File: config.mk
export PLATFORM = sky130hd
export DESIGN_NAME = sram_arbiter
export DESIGN_NICKNAME = d
export VERILOG_FILES = /design/src/rtl/sram_arbiter_pkg.sv /design/src/rtl/sram_arbiter_owner_fifo.sv /design/src/rtl/sram_arbiter.sv
export SDC_FILE = /design/constraint.sdc
export NUM_CORES = 1
export LEC_CHECK = 0
export ABC_AREA = 1
export ABC_CLOCK_PERIOD_IN_PS = 1900
export CELL_PAD_IN_SITES_DETAIL_PLACEMENT = 1
export CELL_PAD_IN_SITES_GLOBAL_PLACEMENT = 2
export CORE_UTILIZATION = 10
export DETAILED_ROUTE_END_ITERATION = 16
export HOLD_SLACK_MARGIN = 0.03
export PLACE_DENSITY_LB_ADDON = 0.25
export SLEW_MARGIN = 20
export SYNTH_ARGS = -nofsm -noshare
export SYNTH_HDL_FRONTEND = slang
export SYNTH_SLANG_ARGS = --single-unit
File: constraint.sdc
create_clock -name clk -period 1.9 [get_ports clk]
set_clock_uncertainty 0.05 [all_clocks]
set_input_delay 0.57 -clock clk [delete_from_list [all_inputs] [get_ports clk]]
set_output_delay 0.57 -clock clk [all_outputs]
set_load 0.01 [all_outputs]
File: src/rtl/sram_arbiter_pkg.sv
// sram_arbiter_pkg: shared owner IDs, grant-state encoding and sizing helpers for the SRAM arbiter.
package sram_arbiter_pkg;

    localparam logic ARB_OWNER_INST = 1'b0;
    localparam logic ARB_OWNER_DATA = 1'b1;

    typedef enum logic [1:0] {
        IDLE  = 2'd0,
        GNT_I = 2'd1,
        GNT_D = 2'd2
    } grant_e;

    // Packed request bus: {wr, size, addr, wstrb, wdata}; 71 bits for 32-bit address/data.
    function automatic int req_bus_len(input int addr_w, input int data_w);
        return 1 + 2 + addr_w + data_w / 8 + data_w;
    endfunction

    // Pointer width that stays legal for a single-entry FIFO.
    function automatic int ptr_w(input int depth);
        return depth > 1 ? $clog2(depth) : 1;
    endfunction

endpackage

File: src/rtl/sram_arbiter_owner_fifo.sv
// arb_owner_fifo: depth-N, 1-bit-wide synchronous FIFO recording the owner of each outstanding transaction.
//   clk, reset  : clock, synchronous active-high reset (empties the FIFO)
//   push, din   : enqueue owner ID (ignored when full)
//   pop         : dequeue the head entry (ignored when empty)
//   full, empty : occupancy flags
//   head        : owner ID at the read pointer
import sram_arbiter_pkg::*;

module arb_owner_fifo #(
    parameter int DEPTH = 2
) (
    input  logic clk,
    input  logic reset,
    input  logic push,
    input  logic din,
    input  logic pop,
    output logic full,
    output logic empty,
    output logic head
);

    localparam int PW = ptr_w(DEPTH);
    localparam int CW = $clog2(DEPTH) + 1;
    localparam logic [PW-1:0] LAST = PW'(DEPTH - 1);
    localparam logic [CW-1:0] CAP = CW'(DEPTH);

    logic mem [DEPTH];
    logic [PW-1:0] wr_ptr, rd_ptr;
    logic [CW-1:0] count;
    logic do_push, do_pop;

    always_comb begin
        full    = count == CAP;
        empty   = count == '0;
        do_push = push & ~full;
        do_pop  = pop & ~empty;
        head    = mem[rd_ptr];
    end

    always_ff @(posedge clk) begin
        if (reset) begin
            wr_ptr <= '0;
            rd_ptr <= '0;
            count  <= '0;
        end else begin
            if (do_push) wr_ptr <= wr_ptr == LAST ? '0 : wr_ptr + 1'b1;
            if (do_pop) rd_ptr <= rd_ptr == LAST ? '0 : rd_ptr + 1'b1;
            // Simultaneous push and pop leaves the count unchanged.
            count <= count + CW'(do_push) - CW'(do_pop);
        end
    end

    // Storage needs no reset: entries are only read while counted as valid.
    always_ff @(posedge clk) begin
        if (do_push) mem[wr_ptr] <= din;
    end

endmodule

File: src/rtl/sram_arbiter.sv
// sram_arbiter: shares one SRAM-like memory port between the IF (inst) and MEM (data) requesters.
//   clk, reset                 : clock, synchronous active-high reset
//   i_* / d_* request inputs   : req, wr, size, addr, wstrb, wdata of each requester
//   i_addr_ok / d_addr_ok      : request accepted (zero-latency pass-through of m_addr_ok)
//   i_data_ok / d_data_ok      : response valid, routed by the recorded owner of the oldest transaction
//   i_rdata / d_rdata          : memory read data, passed through unqualified
//   m_* request outputs        : fields of the granted requester
//   m_addr_ok, m_data_ok, m_rdata : memory-side handshakes and read data
// Build option: define ARB_ROUND_ROBIN_EN to alternate priority between requesters
// (default: data always wins over inst).
import sram_arbiter_pkg::*;

module sram_arbiter #(
    parameter int OUTSTANDING = 2,
    parameter int ADDR_W = 32,
    parameter int DATA_W = 32
) (
    input  logic                clk,
    input  logic                reset,
    input  logic                i_req,
    input  logic                i_wr,
    input  logic [1:0]          i_size,
    input  logic [ADDR_W-1:0]   i_addr,
    input  logic [DATA_W/8-1:0] i_wstrb,
    input  logic [DATA_W-1:0]   i_wdata,
    output logic                i_addr_ok,
    output logic                i_data_ok,
    output logic [DATA_W-1:0]   i_rdata,
    input  logic                d_req,
    input  logic                d_wr,
    input  logic [1:0]          d_size,
    input  logic [ADDR_W-1:0]   d_addr,
    input  logic [DATA_W/8-1:0] d_wstrb,
    input  logic [DATA_W-1:0]   d_wdata,
    output logic                d_addr_ok,
    output logic                d_data_ok,
    output logic [DATA_W-1:0]   d_rdata,
    output logic                m_req,
    output logic                m_wr,
    output logic [1:0]          m_size,
    output logic [ADDR_W-1:0]   m_addr,
    output logic [DATA_W/8-1:0] m_wstrb,
    output logic [DATA_W-1:0]   m_wdata,
    input  logic                m_addr_ok,
    input  logic                m_data_ok,
    input  logic [DATA_W-1:0]   m_rdata
);

    localparam int REQ_W = req_bus_len(ADDR_W, DATA_W);

    grant_e state;
    logic pick_d, grant_i, grant_d, hs, pop, full, empty, head;
    logic [REQ_W-1:0] i_bus, d_bus, m_bus;

`ifdef ARB_ROUND_ROBIN_EN
    logic last_grant;

    always_ff @(posedge clk) begin
        if (reset) last_grant <= ARB_OWNER_INST;
        else if (hs) last_grant <= grant_d;
    end

    // On a tie the requester that was not served last wins.
    assign pick_d = d_req & (~i_req | (last_grant == ARB_OWNER_INST));
`else
    assign pick_d = d_req;
`endif

    // In IDLE the grant is decided combinationally so a request can be forwarded in its first cycle.
    always_comb begin
        grant_d   = (state == GNT_D) | ((state == IDLE) & pick_d);
        grant_i   = (state == GNT_I) | ((state == IDLE) & ~pick_d & i_req);
        i_bus     = {i_wr, i_size, i_addr, i_wstrb, i_wdata};
        d_bus     = {d_wr, d_size, d_addr, d_wstrb, d_wdata};
        m_bus     = grant_d ? d_bus : i_bus;
        m_req     = ~reset & ~full & (grant_d ? d_req : grant_i & i_req);
        hs        = m_req & m_addr_ok;
        i_addr_ok = hs & grant_i;
        d_addr_ok = hs & grant_d;
        // A response with nothing outstanding is a protocol error and is dropped.
        pop       = ~reset & m_data_ok & ~empty;
        i_data_ok = pop & (head == ARB_OWNER_INST);
        d_data_ok = pop & (head == ARB_OWNER_DATA);
    end

    assign {m_wr, m_size, m_addr, m_wstrb, m_wdata} = m_bus;
    assign i_rdata = m_rdata;
    assign d_rdata = m_rdata;

    // The grant is held until the memory handshake, keeping m_* stable under backpressure or a full FIFO.
    always_ff @(posedge clk) begin
        if (reset) state <= IDLE;
        else state <= hs ? IDLE : grant_d ? GNT_D : grant_i ? GNT_I : IDLE;
    end

    arb_owner_fifo #(
        .DEPTH(OUTSTANDING)
    ) u_owner_fifo (
        .clk  (clk),
        .reset(reset),
        .push (hs),
        .din  (grant_d),
        .pop  (pop),
        .full (full),
        .empty(empty),
        .head (head)
    );

endmodule

* After elaboration in Yosys (flattened, before gate mapping)
Memory sizes are Yosys's and may differ from the RTL's. A register that Yosys moved wholly into a read port is not among the register bits.
Cells that the tools add are included.
** Word-level totals
- Input port bits :: 180
- Word-level logic and storage cells :: 49
- RAM bits :: 2
- Memories kept :: 1
- Output and inout port bits :: 140
- Bits in registers :: 6
** Operators by class
- Bitwise operators :: 22
- Reductions and logical operators :: 4
- $add $sub $neg :: 4
- Eq/ne operators :: 3
- Muxes and demuxes :: 10
** Memories
- u_owner_fifo.mem :: words 2, width 1, rd ports 1, clocked after memory_dff 1, wr ports 1, line sram_arbiter_owner_fifo.sv:27 : logic mem [DEPTH];
** Operators with widths (number)
- $mux 71 :: 1
- $and 1x1->1 :: 15
- $mux 1 :: 8
- $not 1->1 :: 5
- $eq 2x2->1 const B :: 2
- $logic_not 2->1 :: 2
- $reduce_or 3->1 :: 1
- $add 1x1->1 const B :: 2
- $add 2x1->2 :: 1
- $eq 2x1->1 const B :: 1
- $mux 2 :: 1
- $or 1x1->1 :: 2
- $reduce_or 2->1 :: 1
- $sub 2x1->2 :: 1

* Depth between registers and ports, before layout
Gate-level depths: netlist of run 1.
- Depth in word-level cells :: 11
- Gate-level depth with buffers :: 8
- Depth with buffers taken out :: 8

* Hierarchy
From an unflattened synthesis of run 1, not the netlist that was laid out.
** Unflattened totals
- Cells, all modules :: 362
- Area total of the unflattened synthesis :: 1956.9 um^2
** Modules (own cells, without submodules)
- sram_arbiter :: area each 1614.0 um^2, cells an instance 320, instances 1, sequential area each 40.0 um^2
- arb_owner_fifo :: area each 342.8 um^2, cells an instance 42, instances 1, sequential area each 160.2 um^2

* Worst setup path after synthesis of run 1
OpenSTA, ideal clock, no wires.
- Path kind :: input -> output
- Start :: input d_req
- End :: output m_addr[14]
- Data arrival time :: 1.189 ns
- Required time :: 1.280 ns
- Path buffers :: 2
- Slack :: 0.091 ns
- Cell stages on the path :: 5
- Cells stage by stage :: o21ai_2 buf_6 buf_12 nand2_1 nand2_1
** On the way
- Longest elaborated chain between the ends :: 3
** RTL lines
- from (decl) :: line sram_arbiter.sv:29 : input logic d_req,
- $and 1x1->1 :: line sram_arbiter.sv:71 : grant_d = (state == GNT_D) | ((state == IDLE) & pick_d);
- $or 1x1->1 :: line sram_arbiter.sv:71
- $mux 71 :: line sram_arbiter.sv:75 : m_bus = grant_d ? d_bus : i_bus;
- to (decl) :: line sram_arbiter.sv:41 : output logic [ADDR_W-1:0] m_addr,
Every way passes these cells.

* Worst setup path in the final report of run 1
- Start :: input d_req
- End :: output m_wdata[16]
** On the way
- Longest elaborated chain between the ends :: 3
** RTL lines
- $and 1x1->1 :: line sram_arbiter.sv:71
- $or 1x1->1 :: line sram_arbiter.sv:71
- $mux 71 :: line sram_arbiter.sv:75
- to (decl) :: line sram_arbiter.sv:43 : output logic [DATA_W-1:0] m_wdata,
Every way passes these cells.

==> results of run 1 <==
## how the worst min path moves through the flow
stage	depth (start not counted)	end	start
after floorplan	2	flop	u_owner_fifo.rd_ptr$_SDFFE_PP0P_
after global placement	2	u_owner_fifo.rd_ptr$_SDFFE_PP0P_	u_owner_fifo.rd_ptr$_SDFFE_PP0P_
after detailed placement	2	flop	u_owner_fifo.rd_ptr$_SDFFE_PP0P_
after CTS	2	flop	u_owner_fifo.rd_ptr$_SDFFE_PP0P_
after global routing	2	u_owner_fifo.rd_ptr$_SDFFE_PP0P_	u_owner_fifo.rd_ptr$_SDFFE_PP0P_
final	2	flop	u_owner_fifo.rd_ptr$_SDFFE_PP0P_
## area by class of cell
cell class / instances / share of cell area (%)
Clock buffer: 4 / 1.70
Inverter: 11 / 1.00
Multi-Input combinational cell: 249 / 29.4
Sequential cell: 9 / 4.38
Tap cell: 229 / 6.19
Timing Repair Buffer: 266 / 57.3
## metal layers
metal / part of all wire [%] / global-route usage [%]
met4: 2.5 / 3.64
met5: 0 / 0
met1: 40 / 12.6
met3: 9.7 / 3.23
met2: 48 / 19.5
## cell usage after synthesis (all sizes together)
master	number	area share [%]
a21oi	2	0.73
and2	1	0.33
buf	79	35
dfxtp	7	7.4
edfxtp	2	3.2
ha	1	0.66
inv	11	2.2
nand2	222	44
nand3	1	0.53
nand4	1	0.33
nor2	14	2.8
o211ai	1	0.40
o21ai	4	1.3
xnor2	1	0.46
xor2	1	0.46
## worst max-delay path: cells and delay by family
family	cells	cell delay (ps)
buffers and inverters	6	740
AO/OA/AOI/OAI	1	150
AND/OR/NAND/NOR	2	100
## what timing repair did
item,in CTS,in global routing
gates resized for setup,431,68
endpoints found under the setup margin,78,76
buffers inserted,15,1
gates cloned,10,2
pin swaps,65,26
## metrics by stage
| step | setup slack (ps) | TNS, ps | util (%) |
|---|---|---|---|
| after floorplan | 91.0 | 0 | - |
| after global routing | -348 | -22530 | 25.3 |
| after detailed placement | -1020 | -74150 | 21.5 |
| after CTS | -324 | -20430 | 23.9 |
| after global placement | -983 | -71860 | 21.5 |
| final | -294 | -18780 | 25.3 |
## power groups by stage
stage,combinational (mW),clock (mW),sequential (mW)
3_3_place_gp,1.23,0,0.227
4_1_cts,1.47,0.377,0.227
2_1_floorplan,0.616,0,0.225
3_5_place_dp,1.24,0,0.228
6_report,1.56,0.367,0.228
5_1_grt,1.69,0.393,0.229
## cell families (layout without fill, tap and decap cells)
kind of cell               Yosys count  count (layout)  synth area share (%)
buffers and inverters               90             281                  37.4
and+or+nand+nor                    239             239                  48.0
adders and majority gates            1               1                 0.661
xor gates and xnor gates             2               2                 0.926
DFF                                  9               9                  10.6
AOI/OAI and AO/OA                    7               7                  2.38
==> summary.txt, run 1 <==
Run status
  – Outcome: complete, but fails checks
  – Failing checks: negative setup slack

Power and ir drop
  – Switching power: 0.781 mW
  – Int Power: ~1.4 mW
  – Clock share of power: between 15 and 20%
  – Sequential fraction of design power: between 10% and 20%
  – Leak: about 2.3 nW
  – Switching share of total power: between 30% and 40%
  – PwrDens: approximately 460 mW/mm²
  – Tot Pwr: 2.15 mW
  – Max VDD drop: ~0.26 mV
  – Combinational fraction of design power: just over 70%

Die
  – Die Wd: 140 µm
  – Rows: between 40 and 50
  – Initial Util: around 10%
  – I/O pin total: 320
  – Core region area: 0.0183 mm²
  – Die area: just under 0.02 mm²
  – Die Y: about 140 µm

Routing
  – Vias per cell: 3.60
  – Drt pass-1 iters: 4
  – Antenna-violating nets left: 0
  – Vias: around 2800
  – Drt wl/cell: between 10 and 15 µm
  – Final wirelength: roughly 11000 µm
  – DRC violations left: 0
  – Initial DRC Count: 25

Synthesis
  – Synthesis Warnings: 0
  – Synth cell types: 21
  – Synth Register Bits: 9
  – Post-synthesis sequential area ratio: around a tenth
  – Synthesized area: 0.00189 mm²
  – Synth Area per Inst: 5.44 µm²
  – Mapped Cells: 348
  – Syn Nets: ~530

Cells and area
  – Most common cell after layout, fill and taps aside: clkdlybuf4s50_1
  – Post-route cell area: 0.00463 mm²
  – Share of layout cells above drive strength 1: 42.9%
  – Area Overhead vs Synth: 145%
  – ANT cells: 0
  – Nets@finish: 721
  – # fillers: 2225
  – Commonest cells after routing, fill and taps aside: clkdlybuf4s50_1 (142), nand2_1 (130), nand2_2 (72)
  – Non-filler cells, final: around 770
  – Area of the multi-input gates: roughly 0.0014 mm²
  – Register area: roughly 200 µm²

Clock network
  – CTS Hold Bufs: 0
  – TritonCTS buffer count: 3
  – CTS tree: built
  – CTS Sinks: 9
  – Root buffer cell: clkbuf_16
  – Clk buf depth: 2
  – H-tree levels: 1
  – Skew-Pair Late Insertion Delay: ~230 ps
  – CTS clk-pin slew, worst paths: about 40 ps

Setup path
  – Critical Path Source Type: primary input
  – RR Endpoint: u_owner_fifo.rd_ptr$_SDFFE_PP0P_
  – R2R depth: 10
  – Kind of end point of the critical path: primary output
  – Crit-path slowest cell: buf_12
  – Critical Path AT: approximately 1600 ps
  – R2r startpoint: u_owner_fifo.count[1]$_SDFF_PP0_
  – CP endpoint: m_wdata[16]
  – Crit-path max cell delay: 160 ps
  – Critical Path RT: between 1000 and 1500 ps
  – Worst path cell trace: buf_8, o21ai_4, buf_12, buf_12, buf_12, buf_12, nand2_4, nand2_1, buf_2
  – WS Path Type: primary input to primary output
  – Most used cell, CP: buf_12
  – Worst setup startpoint: d_req
  – R2R Setup Slk: 140 ps
  – Critical Path Fanout Max: 7

Timing
  – Final Cycle Share: 115%
  – FMAX: approximately 460 MHz
  – Final Hold Vio Count: 0
  – Minimum clock period: between 2000 and 2500 ps
  – Worst Tran Pin Value: ~330 ps
  – Slew Limit Fails: 0
  – Max_slew headroom: between 70% and 80%
  – Final setup margin: -294 ps
  – Setup violators final: 72
  – RSZ-0062 raised after global routing: true
  – Hold slack: 457 ps

Job
  – Max Cap Viol: 0

Global routing
  – Initial antenna violation count: 0
  – Total grt overflow: 0
  – Vias in the first global route: 2980
  – GRT Resource Usage Total: ~11%
  – Pin count of the biggest net entering global routing: 37
  – Global-route wire length before repair: about 16000 µm

Place
  – I/O Buffers: ~220
  – Post-detail-place hpwl: roughly 7300 µm
  – Final Wtd Congestion: about 0.7
  – Placed inst area: 0.00392 mm²
  – Post-Place Cells: 739

Hold path
  – Min-Delay Path Class: flop to flop
No activity file was read; power rests on OpenSTA's default activity.
==> run 2: changes to the inputs <==
--- a/config.mk
+++ b/config.mk
@@ -9,6 +9,7 @@
 export ABC_CLOCK_PERIOD_IN_PS = 1900
 export CELL_PAD_IN_SITES_DETAIL_PLACEMENT = 1
 export CELL_PAD_IN_SITES_GLOBAL_PLACEMENT = 2
+export CORE_MARGIN = 2
 export CORE_UTILIZATION = 10
 export DETAILED_ROUTE_END_ITERATION = 16
 export HOLD_SLACK_MARGIN = 0.03
==> run 2 against run 1 <==
Effect of this change: the flow still finishes with violations (negative setup slack); total power fell by 1.5%; global-route usage fell by 0.74 points; largest cell class unchanged; design area fell by 1.5%; register-to-register slack improved by 100 ps; critical endpoint is now m_addr[6]; highest routed layer unchanged; routed wire length fell by 1.8%; via count rose by 1.2%; utilization fell by 0.87 points; setup slack got worse by 25 ps; clock-buffer cell count did not move.
==> summary.txt, run 2 (synthesis results as in run 1) <==
Place
  – Post-detail-place hpwl: 7710 µm (was 7340 µm)
  – Final Wtd Congestion: 0.723 (was 0.694)
  – Placement Setup Slack: -1040 ps (was -1020 ps)
  – Post-Place Cells: 746 (was 739)
  – I/O Buffers: 223 (unchanged)
  – Placed inst area: 0.00395 mm² (was 0.00392 mm²)

Timing
  – Max_slew headroom: 83.4% (was 77.8%)
  – Slew Limit Fails: 0 (unchanged)
  – Final Cycle Share: 117% (was 115%)
  – Worst Tran Pin Value: 247 ps (was 331 ps)
  – Minimum clock period: 2220 ps (was 2190 ps)
  – Hold slack: 467 ps (was 457 ps)
  – Setup tns final: -16310 ps (was -18780 ps)
  – RSZ-0062 raised after global routing: true (unchanged)
  – Setup violators final: 74 (was 72)
  – Final Hold Vio Count: 0 (unchanged)
  – Final setup margin: -320 ps (was -294 ps)
  – FMAX: 451 MHz (was 456 MHz)

Die
  – Initial Util: 10.1% (was 10.4%)
  – Die area: 0.0200 mm² (was 0.0195 mm²)
  – Core region area: 0.0186 mm² (was 0.0183 mm²)
  – Die Y: 142 µm (was 140 µm)
  – I/O pin total: 320 (unchanged)
  – Rows: 50 (was 49)
  – Die Wd: 142 µm (was 140 µm)

Job
  – Max Cap Viol: 0 (unchanged)

Clock network
  – Clk buf depth: 2 (unchanged)
  – CTS Hold Bufs: 0 (unchanged)
  – CTS clk-pin slew, worst paths: 40 ps (about the same)
  – CTS Sinks: 9 (unchanged)
  – CTS tree: built (unchanged)
  – H-tree levels: 1 (unchanged)
  – TritonCTS buffer count: 3 (unchanged)
  – Root buffer cell: clkbuf_16 (unchanged)
  – Skew-Pair Late Insertion Delay: 230 ps (about the same)

Global routing
  – Vias in the first global route: 2996 (was 2980)
  – Initial antenna violation count: 0 (unchanged)
  – GRT Resource Usage Total: 10.3% (was 11.0%)
  – Pin count of the biggest net entering global routing: 21 (was 37)
  – Global-route wire length before repair: 16000 µm (was 16400 µm)
  – Total grt overflow: 0 (unchanged)

Routing
  – Vias: 2796 (was 2762)
  – DRC violations left: 0 (unchanged)
  – Vias per cell: 3.60 (about the same)
  – Drt pass-1 iters: 3 (was 4)
  – Initial DRC Count: 34 (was 25)
  – Antenna-violating nets left: 0 (unchanged)
  – Final wirelength: 11100 µm (was 11300 µm)
  – Drt wl/cell: 14.3 µm (was 14.7 µm)

Power and ir drop
  – Max VDD drop: 0.232 mV (was 0.258 mV)
  – PwrDens: 465 mW/mm² (about the same)
  – Leak: 2.23 nW (was 2.27 nW)
  – Tot Pwr: 2.12 mW (was 2.15 mW)

Cells and area
  – ANT cells: 0 (unchanged)
  – Share of layout cells above drive strength 1: 39.1% (was 42.9%)
  – Nets@finish: 724 (was 721)
  – Commonest cells after routing, fill and taps aside: nand2_1 (146), clkdlybuf4s50_1 (142), nand2_2 (65) (was clkdlybuf4s50_1 (142), nand2_1 (130), nand2_2 (72))
  – Final Core Density: 24.5% (was 25.3%)
  – Area Overhead vs Synth: 141% (was 145%)
  – Most common cell after layout, fill and taps aside: nand2_1 (was clkdlybuf4s50_1)
  – Post-route cell area: 0.00456 mm² (was 0.00463 mm²)
  – # fillers: 2263 (was 2225)
  – Non-filler cells, final: 776 (was 768)

Setup path
  – Kind of end point of the critical path: primary output (unchanged)
  – Worst path cell trace: buf_8, o21ai_4, buf_12, buf_12, buf_16, buf_12, nand2_2, nand2_1, buf_2 (was buf_8, o21ai_4, buf_12, buf_12, buf_12, buf_12, nand2_4, nand2_1, buf_2)
  – Crit-path slowest cell: o21ai_4 (was buf_12)
  – Most used cell, CP: buf_12 (unchanged)
  – Critical Path Fanout Max: 6 (was 7)
  – Critical Path RT: 1280 ps (about the same)
  – Crit-path max cell delay: 190 ps (was 160 ps)
  – Critical Path Source Type: primary input (unchanged)
  – CP delay by family, top: buffers and inverters (unchanged)
  – Critical Path AT: 1600 ps (was 1570 ps)
  – Number of buffers and inverters on the critical path: 6 (unchanged)
  – WS Path Type: primary input to primary output (unchanged)

Run status
  – Failing checks: negative setup slack (unchanged)
  – Outcome: complete, but fails checks (unchanged)

Hold path
  – Min-Delay Path Class: flop to flop (unchanged)
run 2: changes by cell type in the layout (fill, tap and decap cells not counted), sizes merged:
cell and change:
clkbuf -2, buf +3, clkdlybuf4s15 +2
run 2: final cells by class:
cell class	instances	area, µm²	area share, %
Clock buffer	4	78.8	1.73
Timing Repair Buffer	269	2670	58.5
Inverter	11	53.8	1.18
Sequential cell	9	201	4.42
Tap cell	234	293	6.42
Multi-Input combinational cell	249	1260	27.7
run 2: where the power goes:
group	internal [mW]	switching [mW]
clock network	0.280	0.0897
logic	0.865	0.656
registers	0.215	0.0122
run 2: final timing paths:
check | from | end | slack [ps] | cells past startpoint
worst max register to register | u_owner_fifo.count[1]$_SDFF_PP0_ | u_owner_fifo.count[1]$_SDFF_PP0_ | 240 | 9
worst max-delay path | d_req | m_addr[6] | -320 | 9
worst min register to register | u_owner_fifo.rd_ptr$_SDFFE_PP0P_ | flop | 470 | 2
worst min-delay path | u_owner_fifo.rd_ptr$_SDFFE_PP0P_ | flop | 470 | 2
run 2: tightest hold or removal path, stage by stage, from the launching register on:
cell,delay (ps)
dfxtp_1,320
xor2_1,80
nor2_1,70
run 2: per-layer routing:
layer	wire (µm)	share of wire [%]	global-route usage, %
met1	4200	38	11.3
met4	196	1.8	2.53
met3	1200	11	3.54
met5	0	0	0
met2	5500	50	18.8
run 2: repair_timing:
| action | CTS | global route |
|---|---|---|
| resized for setup | 388 | 80 |
| pin swaps | 13 | 26 |
| setup buffers | 18 | 1 |
| setup endpoints to repair | 78 | 76 |
| cloned | 9 | 1 |
